File: src/rtl/mem_port_if.sv
// mem_port_if: requester, memory and arbiter-status signals of the shared memory port
interface mem_port_if #(
    parameter int ADDR_W = 16,
    parameter int DATA_W = 32
);
    logic              if_req;
    logic [ADDR_W-1:0] if_addr;
    logic              if_ack;
    logic [DATA_W-1:0] if_rdata;
    logic              dm_req;
    logic              dm_we;
    logic [ADDR_W-1:0] dm_addr;
    logic [DATA_W-1:0] dm_wdata;
    logic              dm_ack;
    logic [DATA_W-1:0] dm_rdata;
    logic              mem_en;
    logic              mem_we;
    logic [ADDR_W-1:0] mem_addr;
    logic [DATA_W-1:0] mem_wdata;
    logic [DATA_W-1:0] mem_rdata;
    logic [1:0]        owner;

    modport master (
        output if_req, if_addr, dm_req, dm_we, dm_addr, dm_wdata, mem_rdata,
        input  if_ack, if_rdata, dm_ack, dm_rdata, mem_en, mem_we, mem_addr, mem_wdata, owner
    );

    modport slave (
        input  if_req, if_addr, dm_req, dm_we, dm_addr, dm_wdata, mem_rdata,
        output if_ack, if_rdata, dm_ack, dm_rdata, mem_en, mem_we, mem_addr, mem_wdata, owner
    );
endinterface

File: src/rtl/mem_port_arbiter.sv
// mem_port_arbiter: fixed-latency IF/DM arbiter for one shared memory port with DM priority and IF anti-starvation
module mem_port_arbiter #(
    parameter int ADDR_W     = 16,
    parameter int DATA_W     = 32,
    parameter int LAT        = 2,
    parameter int STARVE_MAX = 3
) (
    input logic       clk_i,
    input logic       rst_i,
    mem_port_if.slave bus
);
    localparam int CW = LAT > 1 ? $clog2(LAT) : 1;
    localparam int SW = $clog2(STARVE_MAX + 1);
    localparam logic [1:0] OWN_NONE = 2'b00;
    localparam logic [1:0] OWN_IF   = 2'b01;
    localparam logic [1:0] OWN_DM   = 2'b10;

    typedef enum logic [1:0] {IDLE, ACCESS, RESP} state_t;

    state_t            state_q, state_d;
    logic [CW-1:0]     cnt_q, cnt_d;
    logic [SW-1:0]     starve_q, starve_d;
    logic [1:0]        owner_q, owner_d;
    logic [ADDR_W-1:0] addr_q, addr_d;
    logic              we_q, we_d;
    logic [DATA_W-1:0] wdata_q, wdata_d;
    logic [DATA_W-1:0] if_rdata_q, if_rdata_d;
    logic [DATA_W-1:0] dm_rdata_q, dm_rdata_d;
    logic              if_win;

    // state and datapath registers; reset abandons any in-flight transaction
    always_ff @(posedge clk_i or posedge rst_i) begin
        if (rst_i) begin
            state_q    <= IDLE;
            cnt_q      <= '0;
            starve_q   <= '0;
            owner_q    <= OWN_NONE;
            addr_q     <= '0;
            we_q       <= 1'b0;
            wdata_q    <= '0;
            if_rdata_q <= '0;
            dm_rdata_q <= '0;
        end else begin
            state_q    <= state_d;
            cnt_q      <= cnt_d;
            starve_q   <= starve_d;
            owner_q    <= owner_d;
            addr_q     <= addr_d;
            we_q       <= we_d;
            wdata_q    <= wdata_d;
            if_rdata_q <= if_rdata_d;
            dm_rdata_q <= dm_rdata_d;
        end
    end

    // grant decision, access countdown and read-data capture
    always_comb begin
        state_d    = state_q;
        cnt_d      = cnt_q;
        starve_d   = starve_q;
        owner_d    = owner_q;
        addr_d     = addr_q;
        we_d       = we_q;
        wdata_d    = wdata_q;
        if_rdata_d = if_rdata_q;
        dm_rdata_d = dm_rdata_q;
        if_win     = bus.if_req && (!bus.dm_req || starve_q == SW'(STARVE_MAX));
        unique case (state_q)
            IDLE: begin
                starve_d = (if_win || !bus.if_req) ? '0 :
                           (bus.dm_req && starve_q != SW'(STARVE_MAX)) ? starve_q + 1'b1 : starve_q;
                if (bus.if_req || bus.dm_req) begin
                    state_d = ACCESS;
                    cnt_d   = CW'(LAT - 1);
                    owner_d = if_win ? OWN_IF : OWN_DM;
                    addr_d  = if_win ? bus.if_addr : bus.dm_addr;
                    we_d    = !if_win && bus.dm_we;
                    wdata_d = if_win ? '0 : bus.dm_wdata;
                end
            end
            ACCESS: begin
                if (cnt_q == '0) begin
                    state_d    = RESP;
                    if_rdata_d = (owner_q == OWN_IF) ? bus.mem_rdata : if_rdata_q;
                    dm_rdata_d = (owner_q == OWN_DM && !we_q) ? bus.mem_rdata : dm_rdata_q;
                end else begin
                    cnt_d = cnt_q - 1'b1;
                end
            end
            RESP: begin
                state_d = IDLE;
                owner_d = OWN_NONE;
            end
            default: state_d = IDLE;
        endcase
    end

    assign bus.mem_en    = state_q == ACCESS;
    assign bus.mem_we    = state_q == ACCESS && we_q;
    assign bus.mem_addr  = addr_q;
    assign bus.mem_wdata = wdata_q;
    assign bus.if_ack    = state_q == RESP && owner_q == OWN_IF;
    assign bus.dm_ack    = state_q == RESP && owner_q == OWN_DM;
    assign bus.if_rdata  = if_rdata_q;
    assign bus.dm_rdata  = dm_rdata_q;
    assign bus.owner     = owner_q;
endmodule

File: src/flat_wrapper.sv
// flat-port wrapper written by rule: the top's interface ports become plain ports
module mem_port_arbiter_flat 
#(
    parameter int ADDR_W     = 16,
    parameter int DATA_W     = 32,
    parameter int LAT        = 2,
    parameter int STARVE_MAX = 3
)
  (clk_i, rst_i, bus_if_req, bus_if_addr, bus_dm_req, bus_dm_we, bus_dm_addr, bus_dm_wdata, bus_mem_rdata, bus_if_ack, bus_if_rdata, bus_dm_ack, bus_dm_rdata, bus_mem_en, bus_mem_we, bus_mem_addr, bus_mem_wdata, bus_owner);
  mem_port_if #(.ADDR_W(ADDR_W), .DATA_W(DATA_W)) bus_i ();
  input logic clk_i;
  input logic rst_i;
  input wire logic [$bits(bus_i.if_req)-1:0] bus_if_req;
  input wire logic [$bits(bus_i.if_addr)-1:0] bus_if_addr;
  input wire logic [$bits(bus_i.dm_req)-1:0] bus_dm_req;
  input wire logic [$bits(bus_i.dm_we)-1:0] bus_dm_we;
  input wire logic [$bits(bus_i.dm_addr)-1:0] bus_dm_addr;
  input wire logic [$bits(bus_i.dm_wdata)-1:0] bus_dm_wdata;
  input wire logic [$bits(bus_i.mem_rdata)-1:0] bus_mem_rdata;
  output wire logic [$bits(bus_i.if_ack)-1:0] bus_if_ack;
  output wire logic [$bits(bus_i.if_rdata)-1:0] bus_if_rdata;
  output wire logic [$bits(bus_i.dm_ack)-1:0] bus_dm_ack;
  output wire logic [$bits(bus_i.dm_rdata)-1:0] bus_dm_rdata;
  output wire logic [$bits(bus_i.mem_en)-1:0] bus_mem_en;
  output wire logic [$bits(bus_i.mem_we)-1:0] bus_mem_we;
  output wire logic [$bits(bus_i.mem_addr)-1:0] bus_mem_addr;
  output wire logic [$bits(bus_i.mem_wdata)-1:0] bus_mem_wdata;
  output wire logic [$bits(bus_i.owner)-1:0] bus_owner;
  assign bus_i.if_req = bus_if_req;
  assign bus_i.if_addr = bus_if_addr;
  assign bus_i.dm_req = bus_dm_req;
  assign bus_i.dm_we = bus_dm_we;
  assign bus_i.dm_addr = bus_dm_addr;
  assign bus_i.dm_wdata = bus_dm_wdata;
  assign bus_i.mem_rdata = bus_mem_rdata;
  assign bus_if_ack = bus_i.if_ack;
  assign bus_if_rdata = bus_i.if_rdata;
  assign bus_dm_ack = bus_i.dm_ack;
  assign bus_dm_rdata = bus_i.dm_rdata;
  assign bus_mem_en = bus_i.mem_en;
  assign bus_mem_we = bus_i.mem_we;
  assign bus_mem_addr = bus_i.mem_addr;
  assign bus_mem_wdata = bus_i.mem_wdata;
  assign bus_owner = bus_i.owner;
  mem_port_arbiter #(.ADDR_W(ADDR_W), .DATA_W(DATA_W), .LAT(LAT), .STARVE_MAX(STARVE_MAX)) u_core (.clk_i(clk_i), .rst_i(rst_i), .bus(bus_i));
endmodule
File: config.mk
export PLATFORM = sky130hd
export DESIGN_NAME = mem_port_arbiter_flat
export DESIGN_NICKNAME = d
export VERILOG_FILES = /design/src/rtl/mem_port_if.sv /design/src/rtl/mem_port_arbiter.sv /design/src/flat_wrapper.sv
export SDC_FILE = /design/constraint.sdc
export NUM_CORES = 1
export LEC_CHECK = 0
export CAP_MARGIN = 20
export CORE_MARGIN = 5
export CORE_UTILIZATION = 43
export CTS_BUF_LIST = sky130_fd_sc_hd__clkbuf_2 sky130_fd_sc_hd__clkbuf_4 sky130_fd_sc_hd__clkbuf_8
export DETAILED_ROUTE_END_ITERATION = 16
export PLACE_DENSITY = 0.91
export SETUP_SLACK_MARGIN = 0.15
export SLEW_MARGIN = 25
export SYNTH_ARGS = -nofsm -noshare
export SYNTH_HDL_FRONTEND = slang
export SYNTH_SLANG_ARGS = --single-unit
File: constraint.sdc
create_clock -name clk_i -period 4.5 [get_ports clk_i]
set_clock_uncertainty 0.05 [all_clocks]
set_input_delay 0.9 -clock clk_i [delete_from_list [all_inputs] [get_ports clk_i]]
set_output_delay 0.9 -clock clk_i [all_outputs]
set_load 0.005 [all_outputs]
Word-level counts from Yosys, hierarchy flattened
Index checks and enable logic that the tools add are counted.
{"block": "word_totals", "ff_bits": 120, "inputBits": 101, "out_inout_bits": 118, "word_cells": 58}
{"block": "op_classes", "addsub": 2, "eq_ne": 8, "muxes": 13, "bitwise_logic": 1, "n_reduce_logical": 25}
{"cell": "$mux 32", "count": 1}
{"cell": "$mux 16", "count": 1}
{"cell": "$mux 2", "count": 6}
{"cell": "$reduce_and 2->1", "count": 5}
{"cell": "$pmux 2 s2", "count": 2}
{"cell": "$logic_and 1x1->1", "count": 7}
{"cell": "$eq 2x2->1 const B", "count": 3}
{"cell": "$reduce_and 3->1", "count": 2}
{"cell": "$reduce_bool 2->1", "count": 3}
{"cell": "$eq 2x1->1 const B", "count": 2}
{"cell": "$logic_not 1->1", "count": 4}
{"cell": "$ne 2x2->1 const B", "count": 2}
{"cell": "$logic_or 1x1->1", "count": 3}
{"cell": "$add 2x1->2 const B", "count": 1}
{"cell": "$logic_not 2->1", "count": 1}
{"cell": "$mux 1", "count": 2}
{"cell": "$ne 2x1->1 const B", "count": 1}
{"cell": "$pmux 1 s2", "count": 1}
{"cell": "$not 1->1", "count": 1}
{"cell": "$sub 1x1->1 const B", "count": 1}

Logic depth before layout (Yosys ltp)
Gate-level depths: netlist of the first run.
{"block": "depth", "word_depth": 6, "ltp_mapped": 6, "depth_no_buf": 4}

Least setup slack after synthesis of the first run
OpenSTA, ideal clock, no wires.
{"block": "synth_path", "path_type": "input to register", "from": "in bus_if_req", "to": "reg u_core.owner_q[1], in the netlist u_core.bus.owner[1]", "setup_ns": 0.065, "t_arrival_ns": 2.018, "required_time_ns": 4.385, "slack_ns": 2.367, "stages": 5, "n_path_buf": 2, "cell_sequence": "or2_2 clkbuf_1 nand2_1 clkbuf_1 a31o_2"}
{"block": "synth_between", "elab_chain_cells": 4, "elab_cells_between_ends": 7, "cone_classes": "eq/ne: 1; mux: 3; reduce/logical: 3"}
{"element": "from (decl)", "line_no": "flat_wrapper.sv:13", "source": "input wire logic [$bits(bus_i.if_req)-1:0] bus_if_req;"}
{"element": "$logic_and 1x1->1", "line_no": "mem_port_arbiter.sv:67", "source": "if_win = bus.if_req && (!bus.dm_req || starve_q == SW'(STARVE_MAX));"}
{"element": "$mux 2", "line_no": "mem_port_arbiter.sv:75", "source": "owner_d = if_win ? OWN_IF : OWN_DM;"}
{"element": "$mux 2", "line_no": "mem_port_arbiter.sv:72", "source": "if (bus.if_req || bus.dm_req) begin"}
{"element": "$pmux 2 s2", "line_no": "mem_port_arbiter.sv:68", "source": "unique case (state_q)"}
{"element": "to (signal assigned)", "line_no": "mem_port_arbiter.sv:47", "source": "owner_q <= owner_d;"}
{"element": "to (decl)", "line_no": "mem_port_arbiter.sv:23", "source": "logic [1:0] owner_q, owner_d;"}
Parallel ways exist; a longest one is shown, timed or not. The select of a mux whose other input is x is not followed.
A chain may end at the register's enable or synchronous reset.

Worst setup path in the final report of the first run
{"block": "layout_path", "from": "in bus_if_req", "to": "reg u_core.wdata_q[0], in the netlist u_core.bus.mem_wdata[0]"}
{"block": "layout_between", "elab_chain_cells": 2, "elab_cells_between_ends": 4, "cone_classes": "mux: 1; reduce/logical: 3"}
{"element": "$logic_and 1x1->1 / $logic_or 1x1->1 (equally long branches)", "line_no": "mem_port_arbiter.sv:67, mem_port_arbiter.sv:72"}
{"element": "$mux 32 / $reduce_and 2->1 (equally long branches)"}
{"element": "to (signal assigned)", "line_no": "mem_port_arbiter.sv:50", "source": "wdata_q <= wdata_d;"}
{"element": "to (decl)", "line_no": "mem_port_arbiter.sv:26", "source": "logic [DATA_W-1:0] wdata_q, wdata_d;"}
Parallel ways exist; a longest one is shown, timed or not.

==> results.txt, run 1 <==
post-synth top area share = 62.7%
I/O pin count = 219
Worst-Margin Slew = 954 ps
initial antenna violation count = 0
Pleak = 3.27 nW
H-tree levels = 4
Total Die Area = 13300 um2
commonest cells after routing, fill and taps aside = clkdlybuf4s50_1 (218), dfrtp_1 (120), mux2_2 (34)
final hold slack = 449 ps
RSZ-0062 raised after global routing = false
Seq cells post-synth = 120
Hold Fails Final Rpt = 0
diode count = 0
Netlist Area Pre-Place = 4790 um2
number of cells after detailed placement = 677
Die X = 116 um
Syn Area/Cell = 14.1 um2
Total Negative Setup Slacks = 0 ps
Worst-Skew Late Latency = 410 ps
Post-synth EDFFs = 0
Arr. time, crit path = 3220 ps
most area-consuming cells after synthesis = dfrtp_1 (63%), mux2_4 (9.4%), mux2_2 (8.0%)
DR vias = 3723
CP max stage cell = clkdlybuf4s50_1
Synth cell types = 29
Initial Util = 44.0%
Final ANT Viol Nets = 0
critical path cell sequence = clkdlybuf4s50_1 > or2_2 > nand2_1 > buf_4 > a22o_1
clk slew on worst S/H paths = 70 ps
Tcrit/Tclk final = 66.3%
# nets final = 658
Synth Warn # = 0
final setup fails = 0
Worst EP required = 4740 ps
maxcap violations = 0
outcome = finished, final reports clean
commonest non-fill, non-tap cell in the layout = clkdlybuf4s50_1
HPWL Detailed = 9.74 mm
DR vias/cell = 5.25
Area Overhead vs Synth = 58.0%
largest net degree at the start of global routing = 63
sequential area share after synthesis = 62.7%
Yosys top cell by area = dfrtp_1
drt total wl = 13.6 mm
DRT iter0 DRCs = 153
GRT overflow = 0
Row Count = 38
CP Buf/Inv Count = 2
# hold bufs at CTS = 0
vias in the first global route = 4094
hold crit path type = reg -> reg
IO Port Bufs = 218
worst vdd ir = 0.000453 V
drt wl/cell = 19.1 um
Crit Path Max Fanout = 25
TritonCTS sink count = 120
Clock Tree Buf Depth = 2
postcts setup bufs = 0
Synth Flop Type = dfrtp_1
GP Congestion = 0.807
core footprint = 10900 um2
DRC errors left = 0
Final Critical Period = 2980 ps
worst setup path category = in -> reg
fraction of layout cells with a size suffix above 1 = 19.0%
die height = 116 um
relative slew slack = 36.2%
total track usage = 20.6%
root buf cell = clkbuf_8
critical path's largest stage delay = 950 ps
fmax = 335 MHz
Pre-antenna DRT Iters = 4
first-pass GRT wire length = 21.2 mm
Synthesized Nets = 441
Post-Layout Cell Count = 709
Post-synth ARST share = 100%
CTS-repair resized insts = 0
CTS buffer count = 17
largest delay contributor family on the critical path = buffers and inverters
Pins Over Slew Limit = 0
pwr dens = 708 nW/um2
Startpoint Class = primary input
critical path endpoint category = flip-flop
cells after synthesis = 339
CTS tree = yes
-- path summary, 6_finish.rpt --
path	to	cells past startpoint	start	slack (ps)
worst min register to register	u_core.starve_q[1]	2	u_core.starve_q[1]	450
worst max register to register	u_core.bus.mem_wdata[0]	4	u_core.state_q[0]	2260
worst max-delay path	u_core.bus.mem_wdata[0]	5	bus_if_req	1520
worst min-delay path	u_core.starve_q[1]	2	u_core.starve_q[1]	450
max in group asynchronous	u_core.bus.if_rdata[14]	3	rst_i	2670
min in group asynchronous	u_core.bus.if_rdata[25]	2	rst_i	930
-- worst register-to-register path: stages (launching register included) --
cell     delay (ps)
dfrtp_1         430
nor2_2          580
nand2_1         440
buf_4           350
a22o_1          270
-- sequential cells by signal (all words and copies together), names as in the netlist --
| name | cells |
|---|---|
| u_core.bus.mem_addr | 16 |
| u_core.cnt_q | 1 |
| u_core.starve_q | 2 |
| u_core.bus.dm_rdata | 32 |
| u_core.bus.if_rdata | 32 |
| u_core.state_q | 2 |
| u_core.bus.mem_wdata | 32 |
| u_core.bus.owner | 2 |
| u_core.we_q | 1 |
-- cells by family after synthesis --
family                   share of synthesized area [%]
AO/OA/AOI/OAI                                     12.3
adder cells (fa/ha/maj)                          0.261
buffers and inverters                             2.72
flip-flops                                        62.7
multiplexers                                      17.4
AND/OR/NAND/NOR                                   4.63
-- metrics by stage --
stage | worst slack [ps] | instance area [um2] | utilization [%] | power [mW]
6_report | 1520 | 7560 | 69.5 | 5.36
5_1_grt | 1350 | 7560 | 69.5 | 5.65
2_1_floorplan | 364 | 4790 | - | 2.85
3_3_place_gp | 1200 | 7080 | 65.0 | 4.14
4_1_cts | 1520 | 7560 | 69.4 | 5.42
3_5_place_dp | 1060 | 7080 | 65.0 | 4.25
-- metal layers --
metal / up-vias / part of all wire [%] / global-route usage [%]
met2: 182 / 51 / 34.9
met3: 23 / 8.5 / 6.37
li1: 1674 / - / -
met5: - / 0 / 0
met4: 0 / 1.8 / 7.98
met1: 1844 / 38 / 24.8
-- power by group --
| part | switching [mW] | leakage [nW] | internal, mW |
|---|---|---|---|
| registers | 0.335 | 1.43 | 1.61 |
| logic | 0.768 | 1.60 | 1.50 |
| clock network | 0.424 | 0.236 | 0.712 |
| total | 1.53 | 3.27 | 3.83 |
-- Yosys cell counts, types with 2 or more instances --
| cell type | n |
|---|---|
| a21oi_1 | 15 |
| a22o_1 | 33 |
| a31oi_1 | 15 |
| buf_2 | 5 |
| buf_6 | 3 |
| clkbuf_1 | 15 |
| dfrtp_1 | 120 |
| inv_1 | 3 |
| mux2_2 | 34 |
| mux2_4 | 30 |
| nand2_1 | 7 |
| nand2b_1 | 4 |
| nand3_1 | 17 |
| nor2_1 | 4 |
| nor3b_1 | 2 |
| o21ai_0 | 18 |
| or2_2 | 2 |
-- cell type report --
class                           count  area [um2]
Clock buffer                       21         283
Clock inverter                     11         193
Fill cell                         753        3330
Inverter                            3        13.8
Multi-Input combinational cell    192        1670
Sequential cell                   120        3000
Tap cell                          140         175
Timing Repair Buffer              222        2220
Note: power is estimated with default switching activity, not from simulation.
==> run 2: changes to the inputs <==
--- a/config.mk
+++ b/config.mk
@@ -7,10 +7,10 @@
 export LEC_CHECK = 0
 export CAP_MARGIN = 20
 export CORE_MARGIN = 5
-export CORE_UTILIZATION = 43
+export CORE_UTILIZATION = 39
 export CTS_BUF_LIST = sky130_fd_sc_hd__clkbuf_2 sky130_fd_sc_hd__clkbuf_4 sky130_fd_sc_hd__clkbuf_8
 export DETAILED_ROUTE_END_ITERATION = 16
-export PLACE_DENSITY = 0.91
+export PLACE_DENSITY = 0.87
 export SETUP_SLACK_MARGIN = 0.15
 export SLEW_MARGIN = 25
 export SYNTH_ARGS = -nofsm -noshare
==> constraint.sdc (replaced) <==
create_clock -name clk_i -period 2.4 [get_ports clk_i]
set_clock_uncertainty 0.05 [all_clocks]
set_input_delay 0.48 -clock clk_i [delete_from_list [all_inputs] [get_ports clk_i]]
set_output_delay 0.48 -clock clk_i [all_outputs]
set_load 0.005 [all_outputs]
==> run 2 against run 1 <==
Against the previous run: via count grew 0.48%; flip-flop and latch count unchanged; register-to-register slack worse by 1900 ps; count of clock-buffer cells in the layout is 5 higher; total power increased by 79%; clock power rose by 41%; setup slack worse by 1200 ps; core utilization shrank 6.5 points; final cell count increased by 2.0%; first-iteration DRC count rose by 42%; combinational power rose by 93%.
==> results.txt, run 2 (synthesized netlist as in run 1, its figures left out) <==
fin util = 63.0% (was 69.5%)
CP max stage cell = dfrtp_2 (was clkdlybuf4s50_1)
initial antenna violation count = 0 (unchanged)
Row Count = 40 (was 38)
Tcrit/Tclk final = 85.8%
critical path endpoint category = primary output (was flip-flop)
Final Critical Period = 2060 ps
DR vias = 3741 (was 3723)
Min-Delay Endpoint = u_core.starve_q[1] (unchanged)
fmax = 486 MHz
total track usage = 18.5% (was 20.6%)
DRC errors left = 0 (unchanged)
HP Start = u_core.starve_q[1] (unchanged)
sequential power share = 37.7% (was 36.4%)
Total Die Area = 14600 um2 (was 13300 um2)
post-placement cell area = 7190 um2 (was 7080 um2)
Worst-Skew Late Latency = 420 ps (was 410 ps)
internal power = 6.83 mW (was 3.83 mW)
Reg2Reg Setup Slack = 370 ps (was 2260 ps)
relative slew slack = 39.8% (was 36.2%)
Clock Tree Buf Depth = 2 (unchanged)
core footprint = 12000 um2 (was 10900 um2)
diode count = 0 (unchanged)
R2R cell count = 4 (unchanged)
Pins Over Slew Limit = 0 (unchanged)
Sw Ratio = 28.9% (was 28.5%)
Post-Layout Cell Count = 723 (was 709)
Comb power frac = 45.5% (was 42.4%)
I/O pin count = 219 (unchanged)
final setup fails = 0 (unchanged)
Crit Path Max Fanout = 5 (was 25)
Worst EP required = 1870 ps (was 4740 ps)
DR vias/cell = 5.17 (was 5.25)
H-tree levels = 4 (unchanged)
Total Negative Setup Slacks = 0 ps (unchanged)
GP Congestion = 0.920 (was 0.807)
HPWL Detailed = 9.89 mm (was 9.74 mm)
drt wl/cell = 18.4 um (was 19.1 um)
RSZ-0062 raised after global routing = false (unchanged)
commonest non-fill, non-tap cell in the layout = clkdlybuf4s50_1 (unchanged)
first-pass GRT wire length = 21.2 mm (about the same)
Worst-Margin Slew = 899 ps (was 954 ps)
Die X = 121 um (was 116 um)
Startpoint Class = flip-flop (was primary input)
GRT overflow = 0 (unchanged)
critical path's largest stage delay = 440 ps (was 950 ps)
Area Overhead vs Synth = 58.1% (was 58.0%)
clk slew on worst S/H paths = 60 ps (was 70 ps)
worst hold path cell count = 2 (unchanged)
TritonCTS sink count = 120 (unchanged)
maxcap violations = 0 (unchanged)
commonest cells after routing, fill and taps aside = clkdlybuf4s50_1 (214), dfrtp_1 (118), mux2_2 (34) (was clkdlybuf4s50_1 (218), dfrtp_1 (120), mux2_2 (34))
Clk network pwr share = 16.8% (was 21.2%)
outcome = finished, final reports clean (unchanged)
R2R Path Start = u_core.state_q[1] (was u_core.state_q[0])
number of cells after detailed placement = 692 (was 677)
IO Port Bufs = 218 (unchanged)
Final ANT Viol Nets = 0 (unchanged)
Initial Util = 39.9% (was 44.0%)
worst setup margin = 341 ps (was 1520 ps)
CTS buffer count = 17 (unchanged)
root buf cell = clkbuf_8 (unchanged)
hold crit path type = reg -> reg (unchanged)
CTS tree = yes (unchanged)
worst vdd ir = 0.000744 V (was 0.000453 V)
# hold bufs at CTS = 0 (unchanged)
DRT iter0 DRCs = 217 (was 153)
Hold Fails Final Rpt = 0 (unchanged)
Critical R2R Capture = u_core.bus.dm_rdata[20] (was u_core.bus.mem_wdata[0])
Pleak = 3.31 nW (was 3.27 nW)
largest net degree at the start of global routing = 121 (was 63)
Sw Pwr = 2.77 mW (was 1.53 mW)
die height = 121 um (was 116 um)
Final Cell Area = 7570 um2 (was 7560 um2)
worst setup path category = reg -> out (was in -> reg)
fraction of layout cells with a size suffix above 1 = 20.3% (was 19.0%)
critical path cell sequence = nand2b_1 > inv_1 > and2_1 > dlygate4sd2_1 (was clkdlybuf4s50_1 > or2_2 > nand2_1 > buf_4 > a22o_1)
drt total wl = 13.3 mm (was 13.6 mm)
Pre-antenna DRT Iters = 4 (unchanged)
vias in the first global route = 4086 (was 4094)
Arr. time, crit path = 1530 ps (was 3220 ps)
# nets final = 668 (was 658)
worst slack, placed = 176 ps (was 1060 ps)
pwr dens = 1270 nW/um2 (was 708 nW/um2)
run 2: cell count changes in the layout (fill, tap and decap cells not counted), moves of 2 or more:
cell | previous run | this run
clkbuf_8 | 20 | 23
clkbuf_4 | 1 | 3
dlygate4sd2_1 | 0 | 3
buf_4 | 3 | 10
clkdlybuf4s50_1 | 218 | 214
dfrtp_1 | 120 | 118
dfrtp_2 | 0 | 2
buf_12 | 1 | 4
bufinv_16 | 5 | 0
run 2: critical path: cells and delay by family (launching register included):
kind	cells	cell delay, ps
DFF	1	440
buffers and inverters	2	360
and+or+nand+nor	2	300
run 2: final cells by class:
class / count / area [um2]
multi-input combinational: 192 / 1670
fill: 911 / 4440
timing repair buffer: 232 / 2340
sequential: 120 / 3010
inverter: 3 / 15.0
tap: 147 / 184
clock buffer: 26 / 339
clock inverter: 3 / 15.0
run 2: what timing repair did:
action                                  4_1_cts  5_1_grt
endpoints found under the setup margin        4        1
setup buffers                                 1        1
resized for setup                             7        1
hold endpoints to repair                      0        0
gates cloned                                  0        0
run 2: worst max path at each step:
stage | from | to | slack [ps] | cells past startpoint
after global placement | bus_if_req | u_core.bus.mem_addr[14] | 280 | 4
final | u_core.state_q[1] | bus_mem_we | 340 | 4
after floorplan | rst_i | u_core.bus.dm_rdata[0] | 400 | 1
after global routing | u_core.state_q[1] | bus_mem_we | 240 | 4
after detailed placement | bus_dm_req | u_core.bus.mem_addr[10] | 180 | 4
after CTS | u_core.bus.owner[0] | bus_dm_ack | 190 | 3
run 2: layer usage:
metal	track usage [%]	vias up	routed length [um]
met4	8.50	0	261
met1	21.8	1832	5180
met2	30.4	189	6810
met5	0	-	0
li1	-	1692	-
met3	6.69	28	1070
run 2: power by group through the flow:
stage | registers, mW | clock network, mW | logic, mW
2_1_floorplan | 3.63 | 0 | 1.72
3_3_place_gp | 3.60 | 0 | 4.26
3_5_place_dp | 3.64 | 0 | 4.40
4_1_cts | 3.63 | 1.67 | 4.43
5_1_grt | 3.74 | 1.76 | 4.67
6_report | 3.62 | 1.61 | 4.38
run 2: per-stage QoR:
| stage | hold slack [ps] | total power [mW] |
|---|---|---|
| floorplan | 404 | 5.35 |
| CTS | 449 | 9.72 |
| detailed placement | 438 | 8.04 |
| global route | 467 | 10.2 |
| finish | 443 | 9.61 |
| global placement | 416 | 7.86 |
